## config.mk

```make
export PLATFORM = sky130hd
export DESIGN_NAME = regs_wb_arbiter
export DESIGN_NICKNAME = d
export VERILOG_FILES = /design/src/rtl/regs_pkg.sv /design/src/rtl/rr_arbiter.sv /design/src/rtl/regs_wb_arbiter.sv
export SDC_FILE = /design/constraint.sdc
export NUM_CORES = 1
export LEC_CHECK = 0
export ABC_AREA = 1
export CAP_MARGIN = 10
export CORE_ASPECT_RATIO = 2
export CORE_MARGIN = 2
export CORE_UTILIZATION = 25
export DETAILED_ROUTE_END_ITERATION = 8
export HOLD_SLACK_MARGIN = 0.02
export PLACE_DENSITY = 0.69
export SYNTH_ARGS = -nofsm -noshare
export SYNTH_HDL_FRONTEND = slang
export SYNTH_SLANG_ARGS = --single-unit
```

## constraint.sdc

```tcl
create_clock -name clock -period 5.2 [get_ports clock]
set_input_delay 0.52 -clock clock [delete_from_list [all_inputs] [get_ports clock]]
set_output_delay 0.52 -clock clock [all_outputs]
set_load 0.05 [all_outputs]
```

## src/rtl/regs_pkg.sv

```systemverilog
// ---------------------------------------------------------------------------
// regs_pkg
//   Shared constants for the 16 x 64 register file and every block that talks
//   to its write port (writeback arbiter, issue scoreboard, register file).
//   No ports; this file only holds localparams.
// ---------------------------------------------------------------------------
package regs_pkg;

  // Register file geometry
  localparam int REG_ADDR_W = 4;
  localparam int REG_DATA_W = 64;
  localparam int REG_NUM    = 16;

  // Architecturally special registers
  localparam int REG_ZERO   = 0;   // hard-wired zero, writes are dropped
  localparam int REG_LR     = 14;  // link register (target of the link writer)
  localparam int REG_SP     = 15;  // stack pointer

endpackage : regs_pkg

```

## src/rtl/rr_arbiter.sv

```systemverilog
// ---------------------------------------------------------------------------
// rr_arbiter
//   Combinational round-robin arbiter. The search starts at the requester just
//   after ptr (wrapping modulo N) and the first asserted req wins.
//
//   Ports
//     req         in   N    request vector
//     ptr         in   PW   index of the last winner (lowest priority now)
//     enable      in   1    when 0 no grant is issued
//     grant       out  N    one-hot grant, zero when disabled or idle
//     grant_idx   out  PW   binary index of the winner (valid with grant_valid)
//     grant_valid out  1    a grant is being issued this cycle
// ---------------------------------------------------------------------------
module rr_arbiter #(
  parameter  int N  = 3,
  localparam int PW = (N > 1) ? $clog2(N) : 1
) (
  input  logic [N-1:0]  req,
  input  logic [PW-1:0] ptr,
  input  logic          enable,
  output logic [N-1:0]  grant,
  output logic [PW-1:0] grant_idx,
  output logic          grant_valid
);

  // N expressed in the candidate width so the wrap compare has matching widths.
  localparam logic [PW:0] N_W = (PW+1)'(N);

  logic [PW:0] cand;
  logic        found;

  // Walk the requesters in priority order ptr+1, ptr+2, ... ptr+N. Since
  // ptr < N and k <= N the sum stays below 2N, so one subtraction wraps it.
  always_comb begin
    found     = 1'b0;
    grant_idx = '0;
    cand      = '0;
    for (int k = 1; k <= N; k++) begin
      cand = {1'b0, ptr} + (PW+1)'(k);
      if (cand >= N_W) begin
        cand = cand - N_W;
      end
      if (!found && req[cand[PW-1:0]]) begin
        found     = 1'b1;
        grant_idx = cand[PW-1:0];
      end
    end
  end

  assign grant_valid = found & enable;
  assign grant       = grant_valid ? (N'(1) << grant_idx) : '0;

endmodule : rr_arbiter

```

## src/rtl/regs_wb_arbiter.sv

```systemverilog
// ---------------------------------------------------------------------------
// regs_wb_arbiter
//   Shares the single register-file write port between NUM_REQ writeback
//   producers with round-robin arbitration behind a one-entry output register,
//   and keeps a per-register busy scoreboard for RAW hazard detection on the
//   three read ports. Writes commit under the same clock_enable/mmu_ready rule
//   as the register file itself.
//
//   Ports
//     clock         in   1                single clock, posedge
//     reset_in      in   1                sync active-high, honoured only when clock_enable=1
//     clock_enable  in   1                global advance, no state change when 0
//     mmu_ready     in   1                register-file write commits only when 1
//     req_valid     in   NUM_REQ          write pending per requester
//     req_addr      in   NUM_REQ*ADDR_W   packed destination addresses
//     req_data      in   NUM_REQ*DATA_W   packed write data
//     req_ready     out  NUM_REQ          one-hot accept (combinational)
//     regD_addr     out  ADDR_W           registered write address
//     regD_data     out  DATA_W           registered write data
//     reg_write_en  out  1                registered write valid
//     rsv_valid     in   1                issue reserves rsv_addr
//     rsv_addr      in   ADDR_W           register being reserved
//     chk_addr      in   3*ADDR_W         packed read addresses to hazard-check
//     chk_busy      out  3                busy bit of each checked register
//     sb_error      out  1                sticky scoreboard protocol error
// ---------------------------------------------------------------------------
module regs_wb_arbiter
  import regs_pkg::*;
#(
  parameter int NUM_REQ = 3,
  parameter int DATA_W  = REG_DATA_W,
  parameter int ADDR_W  = REG_ADDR_W
) (
  input  logic                      clock,
  input  logic                      reset_in,
  input  logic                      clock_enable,
  input  logic                      mmu_ready,
  input  logic [NUM_REQ-1:0]        req_valid,
  input  logic [NUM_REQ*ADDR_W-1:0] req_addr,
  input  logic [NUM_REQ*DATA_W-1:0] req_data,
  output logic [NUM_REQ-1:0]        req_ready,
  output logic [ADDR_W-1:0]         regD_addr,
  output logic [DATA_W-1:0]         regD_data,
  output logic                      reg_write_en,
  input  logic                      rsv_valid,
  input  logic [ADDR_W-1:0]         rsv_addr,
  input  logic [3*ADDR_W-1:0]       chk_addr,
  output logic [2:0]                chk_busy,
  output logic                      sb_error
);

  localparam int PW   = (NUM_REQ > 1) ? $clog2(NUM_REQ) : 1;
  localparam int NREG = 1 << ADDR_W;

  localparam logic [ADDR_W-1:0] ZERO_ADDR = ADDR_W'(REG_ZERO);
  localparam logic [PW-1:0]     PTR_RESET = PW'(NUM_REQ - 1);

  logic [PW-1:0]      rr_ptr;
  logic [PW-1:0]      grant_idx;
  logic               grant_valid;
  logic [NUM_REQ-1:0] grant;
  logic               load_en;
  logic               commit;
  logic [ADDR_W-1:0]  win_addr;
  logic [DATA_W-1:0]  win_data;
  logic [NREG-1:0]    busy;
  logic [NREG-1:0]    busy_next;
  logic               rsv_set;
  logic               rsv_err;
  logic               commit_err;

  // A commit happens exactly when the register file writes. The output
  // register may be reloaded when it is empty or being drained this edge;
  // a reset edge never loads, so a request presented then is not consumed.
  assign commit  = clock_enable & reg_write_en & mmu_ready;
  assign load_en = clock_enable & ~reset_in & (~reg_write_en | mmu_ready);

  rr_arbiter #(
    .N (NUM_REQ)
  ) u_rr_arbiter (
    .req         (req_valid),
    .ptr         (rr_ptr),
    .enable      (load_en),
    .grant       (grant),
    .grant_idx   (grant_idx),
    .grant_valid (grant_valid)
  );

  assign req_ready = grant;

  // Select the winner's address/data slice.
  always_comb begin
    win_addr = '0;
    win_data = '0;
    for (int i = 0; i < NUM_REQ; i++) begin
      if (grant_idx == PW'(i)) begin
        win_addr = req_addr[i*ADDR_W +: ADDR_W];
        win_data = req_data[i*DATA_W +: DATA_W];
      end
    end
  end

  // Output register and round-robin pointer. A write aimed at r0 is consumed
  // (and moves the pointer) but never raises reg_write_en, so it neither
  // commits nor touches the scoreboard.
  always_ff @(posedge clock) begin
    if (clock_enable) begin
      if (reset_in) begin
        reg_write_en <= 1'b0;
        regD_addr    <= '0;
        regD_data    <= '0;
        rr_ptr       <= PTR_RESET;
      end else if (grant_valid) begin
        reg_write_en <= (win_addr != ZERO_ADDR);
        regD_addr    <= win_addr;
        regD_data    <= win_data;
        rr_ptr       <= grant_idx;
      end else if (commit) begin
        reg_write_en <= 1'b0;
      end
    end
  end

  assign rsv_set = clock_enable & rsv_valid & (rsv_addr != ZERO_ADDR);

  // Scoreboard next state. A reserve and a commit to the same register in one
  // edge means a new producer replaces the one finishing, so the set wins and
  // it is not a double reservation. Bit 0 is forced clear so r0 never looks busy.
  always_comb begin
    busy_next  = busy;
    rsv_err    = 1'b0;
    commit_err = 1'b0;
    if (commit) begin
      commit_err          = ~busy[regD_addr];
      busy_next[regD_addr] = 1'b0;
    end
    if (rsv_set) begin
      rsv_err             = busy[rsv_addr] & ~(commit && (regD_addr == rsv_addr));
      busy_next[rsv_addr] = 1'b1;
    end
    busy_next[0] = 1'b0;
  end

  // Scoreboard state and the sticky error flag, cleared only by reset.
  always_ff @(posedge clock) begin
    if (clock_enable) begin
      if (reset_in) begin
        busy     <= '0;
        sb_error <= 1'b0;
      end else begin
        busy <= busy_next;
        if (rsv_err || commit_err) begin
          sb_error <= 1'b1;
        end
      end
    end
  end

  // Hazard lookups read the registered busy bits only; a commit in this
  // cycle is not bypassed.
  always_comb begin
    chk_busy = '0;
    for (int j = 0; j < 3; j++) begin
      chk_busy[j] = busy[chk_addr[j*ADDR_W +: ADDR_W]];
    end
  end

endmodule : regs_wb_arbiter

```

Word-level counts from Yosys, hierarchy flattened. Index checks and enable logic that the tools add are counted.

Add/subtract/negate cells: 6. $mul: 0. Div/mod/pow operators: 0. Magnitude comparators: 13. Equality and inequality tests: 3. Shifts and indexed selects: 1. Multiplexer cells: 46. Bitwise logic cells: 16. Reduce and logical (&&, ||, !) cells: 17.

Operators with widths (number): 64-bit 2-to-1 mux (4); 16-bit 2-to-1 mux (2); 4-bit by 5-bit less-than comparator with 1-bit output, second input constant (5); 1-bit binary-select mux with 4-bit select (5); 1-bit 2-to-1 mux (18); 16-bit bitwise AND (1); 4-bit 2-to-1 mux (4); 16-bit inverter (1); 16-bit OR (1); 2-bit 2-to-1 mux (7); 3-bit by 2-bit greater-or-equal comparator with 1-bit output, second input constant (3); 2-bit by 3-bit less-than comparator with 1-bit output, second input constant (3); 1-bit bitwise AND (8); 1-bit demux with 4-bit select (2); 4-bit by 1-bit greater-or-equal comparator with 1-bit output, second input constant (2); 4-bit nonzero test (2); 2-bit by 2-bit adder with 3-bit output, second input constant (2); 1-bit binary-select mux with 2-bit select (3); 2-bit AND reduction (3); 2-bit subtractor, second input constant (3); 1-bit logical AND (5); 4-bit equality test (1); 1-bit inverter (4); 2-bit nonzero test (2); other kinds (10) (11).

Register bits: 88. Bits in latches: 0. Memory bits (writable): 0. ROM bits: 0. Input bits: 228. Memories kept: 0.

Depth between registers and ports, before layout.
Depth in word-level cells: 18. Mapped depth: 16. Depth with buffers taken out: 16.

By module. Synthesis repeated with hierarchy kept, for this count alone.

Cell total of the unflattened synthesis: 863. Area, all modules: 5964.5 um2.

Modules (own cells, without submodules): regs_wb_arbiter (times used 1, cells each 809, area each 5670.4 um2, seq. area each 2612.5 um2); rr_arbiter (times used 1, cells each 54, area each 294.0 um2, seq. area each 0.0 um2).

Worst setup path after synthesis. No wires, ideal clock.

Path type: flip-flop to flip-flop. From: register rr_ptr[0]. To: register regD_addr[0] (enable). Setup time: 0.498 ns. Arrival: 4.530 ns. Setup slack: 0.172 ns. Stages on the path, launching flop included: 12. Cell sequence: edfxtp_1 -> inv_1 -> ha_1 -> buf_4 -> nand2_1 -> nand3_1 -> nand2_1 -> inv_2 -> o2111ai_1 -> inv_1 -> nor2_1 -> nor2_1.

Word-level cells in the longest chain between the ends: 15. Elaborated cells on any way between the ends: 28. Classes of those cells: add/sub (6); order compare (3); mux (12); bitwise (1); reduce/logical (6).

RTL lines: start: declaration (line regs_wb_arbiter.sv:58) `logic [PW-1:0] rr_ptr;`; start signal: assignment (line regs_wb_arbiter.sv:117) `rr_ptr <= grant_idx;`; 2-bit by 1-bit adder with 3-bit output (line rr_arbiter.sv:39) `cand = {1'b0, ptr} + (PW+1)'(k);`; 3-bit by 2-bit greater-or-equal comparator with 1-bit output or 2-bit subtractor (tied branches) (line rr_arbiter.sv:40, rr_arbiter.sv:41); 2-bit 2-to-1 mux (line rr_arbiter.sv:40) `if (cand >= N_W) begin`; 1-bit binary-select mux with 2-bit select (line rr_arbiter.sv:43) `if (!found && req[cand[PW-1:0]]) begin`; 1-bit 2-to-1 mux (implied by the code) (line rr_arbiter.sv:43); 1-bit 2-to-1 mux (line rr_arbiter.sv:43); 1-bit zero test (line rr_arbiter.sv:43); 1-bit logical AND (line rr_arbiter.sv:43); 1-bit 2-to-1 mux (line rr_arbiter.sv:43); 1-bit zero test (line rr_arbiter.sv:43); 1-bit logical AND (line rr_arbiter.sv:43); 1-bit 2-to-1 mux * (line rr_arbiter.sv:43); 1-bit bitwise AND * (line rr_arbiter.sv:50) `assign grant_valid = found & enable;`; 2-bit nonzero test (no source line) *; 2-bit AND reduction (no source line) *; end signal: assignment (line regs_wb_arbiter.sv:115) `regD_addr <= win_addr;`; end: declaration (line regs_wb_arbiter.sv:42) `output logic [ADDR_W-1:0] regD_addr,`.

Mark *: on every way between the ends. The rest lies on a longest branch, timed or not. The select of a mux whose other input is x is not followed. A chain may end at the register's enable or synchronous reset.

Final worst setup path.
From: register rr_ptr[0]. To: output req_ready[0].

Word-level cells in the longest chain between the ends: 14. Elaborated cells on any way between the ends: 31. Classes of those cells: add/sub (6); order compare (3); shift (1); mux (16); bitwise (1); reduce/logical (4).

RTL lines: 2-bit by 1-bit adder with 3-bit output (line rr_arbiter.sv:39); 3-bit by 2-bit greater-or-equal comparator with 1-bit output or 2-bit subtractor (tied branches) (line rr_arbiter.sv:40, rr_arbiter.sv:41); 2-bit 2-to-1 mux (line rr_arbiter.sv:40); 1-bit binary-select mux with 2-bit select (line rr_arbiter.sv:43); 1-bit 2-to-1 mux (implied by the code) (line rr_arbiter.sv:43); 1-bit 2-to-1 mux (line rr_arbiter.sv:43); 1-bit zero test (line rr_arbiter.sv:43); 1-bit logical AND (line rr_arbiter.sv:43); 1-bit 2-to-1 mux (line rr_arbiter.sv:43); 1-bit zero test (line rr_arbiter.sv:43); 1-bit logical AND (line rr_arbiter.sv:43); 2-bit 2-to-1 mux or 1-bit 2-to-1 mux (tied branches) (line rr_arbiter.sv:43); 1-bit by 2-bit << shifter with 3-bit output or 1-bit bitwise AND (tied branches) (line rr_arbiter.sv:51, rr_arbiter.sv:50); 3-bit 2-to-1 mux * (line rr_arbiter.sv:51) `assign grant = grant_valid ? (N'(1) << grant_idx) : '0;`; end: declaration (line regs_wb_arbiter.sv:41) `output logic [NUM_REQ-1:0] req_ready,`.

Marks and branches as above.

==> run metrics <==
Crit Path Category reg2out; CP max stage delay 0.90 ns; crit-path most repeated cell inv_1; ys flop type edfxtp_1; Logic pwr share 0.410; drt pass-1 iters 5; Rows 77; die area roughly 23,000 sq um; fillers 2,218; fraction of the mapped netlist area in adder cells 0.00679; HP Class in2reg; Hold Path Cell Cnt 2; gr ovfl total 0; RSZ-0062 raised after global routing false; WL met2 11,000 um; Synth top area share 0.472; initial antenna violation count 9; area growth from synthesis to layout 62.2%; Layout Utilization 0.410; Post-CTS Setup Repair Bufs 0; max layer used met5; Final WS setup 0.809 ns; synth cell count leaders nand2_1 (270), edfxtp_1 (87), a31oi_1 (64), inv_1 (51), o21ai_0 (47); CTS sink count 87; TNS Setup 0 ns; actual slew at the worst max-slew pin around 0.9 ns; IO buf count 303; Hold Path Sink sb_error; required time worst endpoint between 4 and 5 ns; Crit path max-delay family buffers and inverters; outcome finished, final reports clean; largest cells by area after synthesis edfxtp_1 (47%), nand2_1 (18%), a31oi_1 (7.2%); Synth warnings 0; XOR/XNOR Fraction of Synth Area 0.00475; syn nets just over 900; simple-gate area share of the yosys netlist 0.257; R2R cell count 12; Met1 Wirelength 10,000 um; Min Hold Slack 0.607 ns; Worst Path Buf+Inv 4; post-synth top area cell edfxtp_1; cell internal pwr around 1600 uW; r2r endpoint regD_data[40]; post-cts resize count 0; worst-skew pair later-pin latency around 0.36 ns; clock-pin slew on the worst setup and hold paths 0.06 ns; vias per cell 4.99; hold buffers post-CTS 0; number of placed I/O pins 304; wire per inst 20.5 um; largest net degree at the start of global routing 85; CTS Buf Count 9; RR Startpoint rr_ptr[0]; Crit Path Max Fanout 11; Iter 0 DRT Violations 487; Compound-Gate Fraction of Synth Area 0.174; Total Power 2550 uW; count leader, synth nand2_1; dpl hpwl between 20,000 and 25,000 um; layout cells sized above 1 0.0335; gr usage total 0.220; mapped cell area between 5000 and 6000 sq um; asr flop ratio synth 0; Initial Utilization 0.253; largest family of logic cells by synthesized area simple AND/OR/NAND/NOR gates; Hold Startpoint reset_in; Slew HR 0.386; switching part of the total power 0.383; count of state elements after synthesis 87; syn_area_per_cell between 7 and 8 sq um; Final period util 0.844; max-slew violations 0; Mapped Cells 696; CTS tree done; pre-CTS WS 1.20 ns; synth unique cells 35; total leakage power 0.00334 uW; Pwr per Cell Area 284 nW/um^2; vias after detailed routing 6,316; Seq pwr share 0.355; Die H 214 um; H-Tree Depth 3; CP cell instances inv_1, ha_1, inv_1, o21ai_0, nand2_1, nand2_2, nor3_2, nor2_2, inv_2, nor3_1, clkdlybuf4s50_1; final wirelength 26,000 um; Max-Cap Viols 0; DRC viols 0; post-synthesis sequential area ratio 0.472; post-synthesis mux area share 0; FMAX 228 MHz; Antenna Nets Post-Route 0; Worst setup EP type primary output; Final Hold Viols 0; Clk network pwr share 0.235; final setup skew 0.00581 ns; final setup fails 0; first-pass GRT wire length 37,400 um; # nets final between 1k and 1.5k; worst-case clock buffer depth 2; WL met3 3620 um; Tmin final 4.39 ns; vias in the first global route between 6k and 7k; Root Driver clkbuf_16; Worst setup SP type register; Switch Pwr 976 uW; Peak VDD IR roughly 0.19 mV; routability cong. around 0.93; core box area 21,900 sq um; Post-synth EDFFs slightly below 90; CP arrival 3.87 ns; Slowest-stage cell, CP clkdlybuf4s50_1; Register-to-Register Setup Slack 1.77 ns; die span in x 109 um
## layer usage
layer  up-vias  GRT usage
met1      2856      0.270
met4         8      0.115
li1       2964          -
met3        65     0.0997
met2       423      0.319
met5         -          0
## layout by cell type, fill, tap and decap left out, drive strengths merged, types with 5 or more instances in the layout
master / instances
clkdlybuf4s50: 302
nand2: 273
edfxtp: 87
a31oi: 64
inv: 56
o21ai: 47
nor2: 38
a21oi: 28
nand3: 25
clkbuf: 10
o31ai: 6
buf: 6
o22ai: 5
nor3: 5
clkinv: 5
## power groups by stage
stage / registers (uW) / logic, uW / clock network [uW]
final: 905 / 1050 / 600
after global routing: 912 / 1130 / 628
after CTS: 906 / 1050 / 612
after detailed placement: 920 / 1050 / 0
after global placement: 920 / 1040 / 0
after floorplan: 1100 / 487 / 0
## cell type report
| class | count | area (sq um) | area share |
|---|---|---|---|
| sequential | 87 | 2610 | 0.291 |
| tap | 276 | 345 | 0.0385 |
| inverter | 56 | 210 | 0.0234 |
| clock inverter | 6 | 27.5 | 0.00307 |
| antenna | 4 | 10.0 | 0.00112 |
| multi-input combinational | 518 | 2460 | 0.274 |
| timing repair buffer | 308 | 3080 | 0.343 |
| clock buffer | 10 | 229 | 0.0255 |
## sequential cells by signal, summed over array words and instances, names as in the netlist
signal,flops
rr_ptr,2
reg_write_en,1
regD_data,64
sb_error,1
busy,15
regD_addr,4
## metrics by stage
| step | cell area, sq um | std cells |
|---|---|---|
| 2_1_floorplan | 5530 | 696 |
| 3_3_place_gp | 8700 | 1245 |
| 3_5_place_dp | 8700 | 1245 |
| 4_1_cts | 8960 | 1261 |
| 5_1_grt | 8960 | 1262 |
| 6_report | 8970 | 1265 |
## worst max-delay path by stage
stage,startpoint,to,slack (ns),cells after the start
2_1_floorplan,rr_ptr[0],regD_addr[0],0.17,11
3_3_place_gp,rr_ptr[0],req_ready[0],1.25,12
3_5_place_dp,rr_ptr[0],req_ready[0],1.20,11
4_1_cts,rr_ptr[0],req_ready[0],0.80,11
5_1_grt,rr_ptr[0],req_ready[0],0.42,11
6_report,rr_ptr[0],req_ready[0],0.81,11
## worst reg2reg max path, cell delays in order, from the launching register on
cell and delay (ns):
edfxtp_1 0.46, inv_1 0.15, ha_1 0.52, inv_1 0.19, o21ai_0 0.11, nand2_1 0.14, nand2_2 0.11, nor3_2 0.04
nor2_2 0.34, inv_2 0.15, nor2_8 0.67, nand2_1 0.17, a31oi_1 0.23
## logic make-up after synthesis
kind of cell / Yosys count
and+or+nand+nor: 348
DFF: 87
buffers and inverters: 91
adders and majority gates: 3
xor gates and xnor gates: 3
AOI/OAI and AO/OA: 164
Power figures use the tool's default switching activity.
